<file path="src/rtl/cpu_pkg.sv">
// Shared constants for the control unit: FSM states, opcodes, ALU codes.
// Instruction classes produced by opcode_decode also live here.
package cpu_pkg;

  typedef enum logic [2:0] {
    RST, T0, T1, T2, T3, T4, T5, HALT
  } state_t;

  typedef enum logic [2:0] {
    CL_RTYPE, CL_ITYPE, CL_IN, CL_OUT,
    CL_NOP, CL_HALT, CL_ILLEGAL
  } op_class_t;

  localparam int OP_ADD  = 3;
  localparam int OP_SUB  = 4;
  localparam int OP_AND  = 5;
  localparam int OP_OR   = 6;
  localparam int OP_ADDI = 12;
  localparam int OP_ANDI = 13;
  localparam int OP_ORI  = 14;
  localparam int OP_IN   = 22;
  localparam int OP_OUT  = 23;
  localparam int OP_NOP  = 26;
  localparam int OP_HALT = 27;

  localparam logic [3:0] ALU_NONE = 4'd0;
  localparam logic [3:0] ALU_ADD  = 4'd2;
  localparam logic [3:0] ALU_SUB  = 4'd3;
  localparam logic [3:0] ALU_AND  = 4'd4;
  localparam logic [3:0] ALU_OR   = 4'd5;

endpackage

</file>
<file path="src/rtl/opcode_decode.sv">
// Maps an opcode to its instruction class and ALU operation code.
// Any opcode not listed decodes as CL_ILLEGAL.
module opcode_decode
  import cpu_pkg::*;
#(
  parameter int OPC_W = 5
) (
  input  logic [OPC_W-1:0] opc,
  output op_class_t        cls,
  output logic [3:0]       alu
);

  always_comb begin
    cls = CL_ILLEGAL;
    alu = ALU_NONE;
    unique case (opc)
      OPC_W'(OP_ADD):  begin cls = CL_RTYPE; alu = ALU_ADD; end
      OPC_W'(OP_SUB):  begin cls = CL_RTYPE; alu = ALU_SUB; end
      OPC_W'(OP_AND):  begin cls = CL_RTYPE; alu = ALU_AND; end
      OPC_W'(OP_OR):   begin cls = CL_RTYPE; alu = ALU_OR;  end
      OPC_W'(OP_ADDI): begin cls = CL_ITYPE; alu = ALU_ADD; end
      OPC_W'(OP_ANDI): begin cls = CL_ITYPE; alu = ALU_AND; end
      OPC_W'(OP_ORI):  begin cls = CL_ITYPE; alu = ALU_OR;  end
      OPC_W'(OP_IN):   cls = CL_IN;
      OPC_W'(OP_OUT):  cls = CL_OUT;
      OPC_W'(OP_NOP):  cls = CL_NOP;
      OPC_W'(OP_HALT): cls = CL_HALT;
      default:         cls = CL_ILLEGAL;
    endcase
  end

endmodule

</file>
<file path="src/rtl/control_unit.sv">
// Multi-cycle CPU control FSM; state register clocked on the falling edge.
// Define CONTROL_UNIT_STOP_EN to add the Stop (halt-after-instruction) input.
module control_unit
  import cpu_pkg::*;
#(
  parameter int OPC_W = 5
) (
  input  logic        clk,
  input  logic        reset,
  input  logic [31:0] IR,
`ifdef CONTROL_UNIT_STOP_EN
  input  logic        Stop,
`endif
  output logic        PCout,
  output logic        Zlowout,
  output logic        MDRout,
  output logic        MARin,
  output logic        Zlowin,
  output logic        PCin,
  output logic        MDRin,
  output logic        IRin,
  output logic        Yin,
  output logic        IncPc,
  output logic        read,
  output logic        write,
  output logic [1:0]  mdr_read,
  output logic [3:0]  control,
  output logic        GRA,
  output logic        GRB,
  output logic        GRC,
  output logic        Rin,
  output logic        Rout,
  output logic        BAout,
  output logic        Cout,
  output logic        InPortout,
  output logic        OutPortin,
  output logic        Run,
  output logic        Illegal
);

  state_t    state, nxt;
  op_class_t cls;
  logic [3:0] alu;
  logic      armed;
  logic      stop_req;
  logic      ill_set;
  logic      unused_ir;

  assign unused_ir = ^IR[31-OPC_W:0];

`ifdef CONTROL_UNIT_STOP_EN
  assign stop_req = Stop;
`else
  assign stop_req = 1'b0;
`endif

  opcode_decode #(.OPC_W(OPC_W)) u_dec (
    .opc (IR[31:32-OPC_W]),
    .cls (cls),
    .alu (alu)
  );

  // armed delays the RST->T0 step by one falling edge after release
  always_ff @(negedge clk or posedge reset) begin
    if (reset) begin
      state   <= RST;
      armed   <= 1'b0;
      Illegal <= 1'b0;
    end else begin
      state <= nxt;
      armed <= 1'b1;
      if (ill_set) Illegal <= 1'b1;
    end
  end

  assign ill_set = (state == T2) && (cls == CL_ILLEGAL);

  always_comb begin
    nxt = state;
    unique case (state)
      RST: nxt = armed ? T0 : RST;
      T0:  nxt = T1;
      T1:  nxt = T2;
      T2: begin
        unique case (cls)
          CL_RTYPE, CL_ITYPE,
          CL_IN, CL_OUT: nxt = T3;
          CL_HALT:       nxt = HALT;
          default:       nxt = stop_req ? HALT : T0;
        endcase
      end
      T3: begin
        if (cls == CL_RTYPE || cls == CL_ITYPE) nxt = T4;
        else nxt = stop_req ? HALT : T0;
      end
      T4:   nxt = T5;
      T5:   nxt = stop_req ? HALT : T0;
      HALT: nxt = HALT;
      default: nxt = RST;
    endcase
  end

  always_comb begin
    PCout = 1'b0; Zlowout = 1'b0; MDRout = 1'b0;
    MARin = 1'b0; Zlowin = 1'b0; PCin = 1'b0;
    MDRin = 1'b0; IRin = 1'b0; Yin = 1'b0;
    IncPc = 1'b0; read = 1'b0; write = 1'b0;
    mdr_read = 2'b00; control = ALU_NONE;
    GRA = 1'b0; GRB = 1'b0; GRC = 1'b0;
    Rin = 1'b0; Rout = 1'b0; BAout = 1'b0;
    Cout = 1'b0; InPortout = 1'b0; OutPortin = 1'b0;
    Run = (state != HALT);
    unique case (state)
      T0: begin
        PCout = 1'b1; MARin = 1'b1;
        IncPc = 1'b1; Zlowin = 1'b1;
      end
      T1: begin
        Zlowout = 1'b1; PCin = 1'b1;
        read = 1'b1; MDRin = 1'b1;
        mdr_read = 2'b01;
      end
      T2: begin
        MDRout = 1'b1; IRin = 1'b1;
      end
      T3: begin
        unique case (cls)
          CL_RTYPE: begin GRB = 1'b1; Rout = 1'b1; Yin = 1'b1; end
          CL_ITYPE: begin GRB = 1'b1; BAout = 1'b1; Yin = 1'b1; end
          CL_OUT: begin GRA = 1'b1; Rout = 1'b1; OutPortin = 1'b1; end
          CL_IN: begin InPortout = 1'b1; GRA = 1'b1; Rin = 1'b1; end
          default: ;
        endcase
      end
      T4: begin
        Zlowin = 1'b1;
        control = alu;
        if (cls == CL_RTYPE) begin
          GRC = 1'b1; Rout = 1'b1;
        end else begin
          Cout = 1'b1;
        end
      end
      T5: begin
        Zlowout = 1'b1; GRA = 1'b1; Rin = 1'b1;
      end
      default: ;
    endcase
  end

endmodule

</file>
<file path="config.mk">
export PLATFORM = sky130hd
export DESIGN_NAME = control_unit
export DESIGN_NICKNAME = d
export VERILOG_FILES = /design/src/rtl/cpu_pkg.sv /design/src/rtl/opcode_decode.sv /design/src/rtl/control_unit.sv
export SDC_FILE = /design/constraint.sdc
export NUM_CORES = 1
export LEC_CHECK = 0
export CORE_MARGIN = 5
export CORE_UTILIZATION = 40
export CTS_CLUSTER_SIZE = 30
export DETAILED_ROUTE_END_ITERATION = 10
export DONT_BUFFER_PORTS = 1
export PLACE_DENSITY = 0.5
export SLEW_MARGIN = 25
export SYNTH_ARGS = -nofsm -noshare
export SYNTH_HDL_FRONTEND = slang
export SYNTH_SLANG_ARGS = --single-unit
</file>
<file path="constraint.sdc">
create_clock -name clk -period 1.7 [get_ports clk]
set_input_delay 0.34 -clock clk [delete_from_list [all_inputs] [get_ports clk]]
set_output_delay 0.34 -clock clk [all_outputs]
set_load 0.1 [all_outputs]
</file>
==> results of run 1 <==
cells in the mapped netlist (2+ instances only):
master,n,share of area
a21oi_1,2,0.015
nor4_2,2,0.038
clkbuf_1,2,0.012
nor2b_1,3,0.029
inv_1,4,0.023
nor2_1,8,0.046
nand3b_1,2,0.023
nor3_1,4,0.031
buf_4,12,0.14
buf_6,2,0.035
nand2_1,7,0.040
and2_1,3,0.029
dfrtn_1,5,0.19
nor3b_1,2,0.023
nand2b_1,2,0.019
conb_1,2,0.012
through the flow:
| step | setup TNS (ns) | cell area, um^2 | worst slack (ns) |
|---|---|---|---|
| after floorplan | -28.39 | 905 | -1.66 |
| after global placement | -18.05 | 1300 | -0.766 |
| after detailed placement | -19.14 | 1300 | -0.829 |
| after CTS | -24.81 | 1460 | -1.06 |
kinds of logic after synthesis:
kind of cell           synth area share
XOR/XNOR                         0.0135
buffers and inverters             0.208
AO/OA/AOI/OAI                     0.148
flip-flops                        0.192
AND/OR/NAND/NOR                   0.427
other                            0.0115
repair_timing:
action | in CTS
pin swaps | 15
setup buffers | 7
gates resized for setup | 21
endpoints found under the setup margin | 29
==> flow_summary.json, run 1 <==
{
  "endpoint_type": "primary output",
  "htreeDepth": 1,
  "port_buffers": 0,
  "die_x_um": 50.3,
  "status": "did not finish",
  "grt_max_degree": 10,
  "synthArstFlopShare": 1.00,
  "synthCells": 82,
  "die_h_um": 50.3,
  "dpl.cell_count": 126,
  "hold_buffers": 0,
  "ys_ff_latch": 5,
  "ys.flop_type": "dfrtn_1",
  "root_buffer": "clkbuf_4",
  "seq_area_frac_synth": 0.192,
  "syn_avg_cell_area_um2": 7.93,
  "io_pins": 63,
  "synthesis.area_um2": 651,
  "synth_edf_count": 0,
  "clock_sinks": 5,
  "cts_buffers": 3,
  "rows": 14,
  "initial_utilization": 0.427,
  "firstError": "[ERROR DPL-0038] Utilization greater than 100%, impossible to legalize",
  "yosysWarnings": 0,
  "cts_buffer_depth": 2,
  "post-dp-hpwl_um": 1570,
  "gp_congestion": 0.754,
  "lastStage": "global routing (5_1_grt)",
  "crit_endpoint": "control[1]",
  "ys_types": 36
}
==> run 2: changes to the inputs <==
--- a/config.mk
+++ b/config.mk
@@ -5,12 +5,11 @@
 export SDC_FILE = /design/constraint.sdc
 export NUM_CORES = 1
 export LEC_CHECK = 0
-export CORE_MARGIN = 5
-export CORE_UTILIZATION = 40
-export CTS_CLUSTER_SIZE = 30
+export CORE_AREA = 5 5 66 68
 export DETAILED_ROUTE_END_ITERATION = 10
+export DIE_AREA = 0 0 71 73
 export DONT_BUFFER_PORTS = 1
-export PLACE_DENSITY = 0.5
+export PLACE_DENSITY_LB_ADDON = 0.15
 export SLEW_MARGIN = 25
 export SYNTH_ARGS = -nofsm -noshare
 export SYNTH_HDL_FRONTEND = slang
==> run 2 against run 1 <==
- the flow now finishes, with violations (setup timing)
- synthesized area stayed put
- synthesized cell count stayed put
==> flow_summary.json, run 2 <==
{
  "endpoint_kind": "primary output",
  "synthArstFlopShare": 1.00,
  "wire_per_inst_um": 12.3,
  "cts_buffer_depth": 2,
  "mostFrequentLayoutCells": "buf_12 (21), buf_4 (19), buf_6 (7), nor2_4 (6), nand2_1 (6)",
  "yosysMostFrequentCell": "buf_4",
  "ys.flop_type": "dfrtn_1",
  "p_seq_frac": 0.071,
  "drcViolationCount": 0,
  "rsz0062_at_grt": "yes",
  "final_common_cell": "buf_12",
  "clock_sinks": 5,
  "fin_skew_ns": 0.00127,
  "die_x_um": 71,
  "regMostFlops": "state",
  "yosysTopAreaCellShare": 0.192,
  "start_kind": "flip-flop",
  "grt.total_usage": 0.0826,
  "grt_max_degree": 10,
  "coreArea_um2": 3800,
  "rows": 23,
  "ys_ff_latch": 5,
  "cp.arrival_ns": 2.36,
  "synth_edf_count": 0,
  "power_frac_comb": 0.857,
  "peakVddDrop_mv": 1.70,
  "power_density_nw_per_um2": 2020,
  "area_delta_synth_final_pct": 133,
  "clk_latency_ns": 0.24,
  "status": "complete, but fails checks",
  "synthCells": 82,
  "finalSetupViolations": 30,
  "drt_pass1_iterations": 2,
  "drive_above_1_share": 0.683,
  "fin_ws_ns": -1.00,
  "violations": "setup timing",
  "fin_tns_setup_ns": -24.21,
  "cts_buffers": 3,
  "power.internal_mw": 1.22,
  "fillers": 389,
  "diodes": 0,
  "instances_no_fill": 170,
  "ys_types": 36,
  "holdCritPathClass": "flip-flop to flip-flop",
  "seq_area_frac_synth": 0.192,
  "syn_avg_cell_area_um2": 7.93,
  "io_pins": 63,
  "largestRegisters": "state (3), Illegal (1), armed (1)",
  "grt_pass1_wl_um": 3490,
  "dr_total_vias": 693,
  "post-dp-hpwl_um": 1700,
  "largest_reg_flops": 3,
  "switching_share": 0.602,
  "slew_viol_final": 0,
  "worstPathRequired_ns": 1.36,
  "synth_common_cells": "buf_4 (12), nor2_1 (8), nand2_1 (7)",
  "dpl.cell_count": 160,
  "routed_wl_um": 2090,
  "antenna_left": 0,
  "synthesis.area_um2": 651,
  "gp_congestion": 0.791,
  "vias_per_cell": 4.08,
  "root_buffer": "clkbuf_8",
  "grt_pass1_vias": 748,
  "synth.top_cells.by_area": "dfrtn_1 (19%), buf_4 (14%), nor2_1 (4.6%)",
  "dr.first_iter.drc_count": 12,
  "die_h_um": 73,
  "initial_utilization": 0.171,
  "hold_viol": 0,
  "final_nets": 155,
  "timing.hold.ws_ns": 0.534,
  "clkPwrFrac": 0.072,
  "finalInstanceArea_um2": 1510,
  "yosysWarnings": 0,
  "p_sw_mw": 1.84,
  "critPathMaxFanout": 4,
  "htreeDepth": 1,
  "p_leak_nw": 0.635,
  "cts_tree": "yes",
  "hold_buffers": 0,
  "critPathKind": "flip-flop to primary output",
  "gr-total-overflow": 0,
  "place_area_um2": 1350,
  "yosysTopAreaCell": "dfrtn_1",
  "die_area_um2": 5180,
  "clkSlewWorstSetupHoldPaths_ns": 0.03,
  "maxCapViolCount": 0,
  "port_buffers": 0,
  "antenna_found_initial": 0
}
run 2: worst paths after layout:
| check | slack, ns | start | cells after the start | to |
|---|---|---|---|---|
| min in group asynchronous | 0.63 | reset | 1 | state[2] |
| worst max-delay path | -1.00 | state[0] | 6 | control[1] |
| worst max register to register | 0.25 | state[0] | 3 | state[0] |
| worst min-delay path | 0.53 | armed | 2 | state[0] |
| worst min register to register | 0.53 | armed | 2 | state[0] |
| max in group asynchronous | 0.87 | reset | 1 | state[0] |
run 2: stage by stage:
stage	setup WS [ns]	power (mW)	utilization
3_3_place_gp	-0.768	2.64	0.354
5_1_grt	-1.08	3.17	0.399
3_5_place_dp	-0.786	2.64	0.354
6_report	-1.00	3.06	0.399
2_1_floorplan	-1.66	2.19	-
4_1_cts	-1.02	3.08	0.393
run 2: cell type report:
type                    count  area [um^2]  area share
inverters                   4         22.5      0.0149
clock buffers               4         45.0      0.0298
repair buffers             48          669       0.442
flip-flops and latches      5          125      0.0826
multi-input cells          59          589       0.389
well taps                  50         62.6      0.0413
run 2: logic make-up (layout without fill, tap and decap cells):
group           count (synthesis)  count (layout)  synth area share
flops                           5               5             0.192
compound gates                 12              12             0.148
xor+xnor                        1               1            0.0135
other cells                     2               4            0.0115
simple gates                   42              42             0.427
buf+inv                        20              56             0.208
run 2: power by group through the flow:
stage / registers (mW) / logic [mW] / clock network, mW
floorplan: 0.199 / 2.00 / 0
global placement: 0.222 / 2.42 / 0
detailed placement: 0.223 / 2.42 / 0
CTS: 0.219 / 2.64 / 0.226
global route: 0.226 / 2.71 / 0.234
finish: 0.219 / 2.63 / 0.219
run 2: metal layers:
layer,global-route usage,vias up,routed length (um)
met3,0.0358,2,181
li1,-,341,-
met1,0.0950,328,874
met5,0,-,0
met4,0.0209,0,23
met2,0.141,22,1010
run 2: critical path, stage by stage (launching register included):
cell	delay (ns)
dfrtn_1	0.52
nand2b_4	0.09
clkinvlp_4	0.07
nand3b_1	0.14
buf_6	0.18
nor2_4	0.09
buf_12	0.18
run 2: what timing repair did:
action,CTS,global route
buffers inserted,5,2
pin swaps,10,7
endpoints found under the setup margin,29,29
endpoints found under the hold margin,0,0
resized for setup,18,1
(Power assumes the default switching activity.)
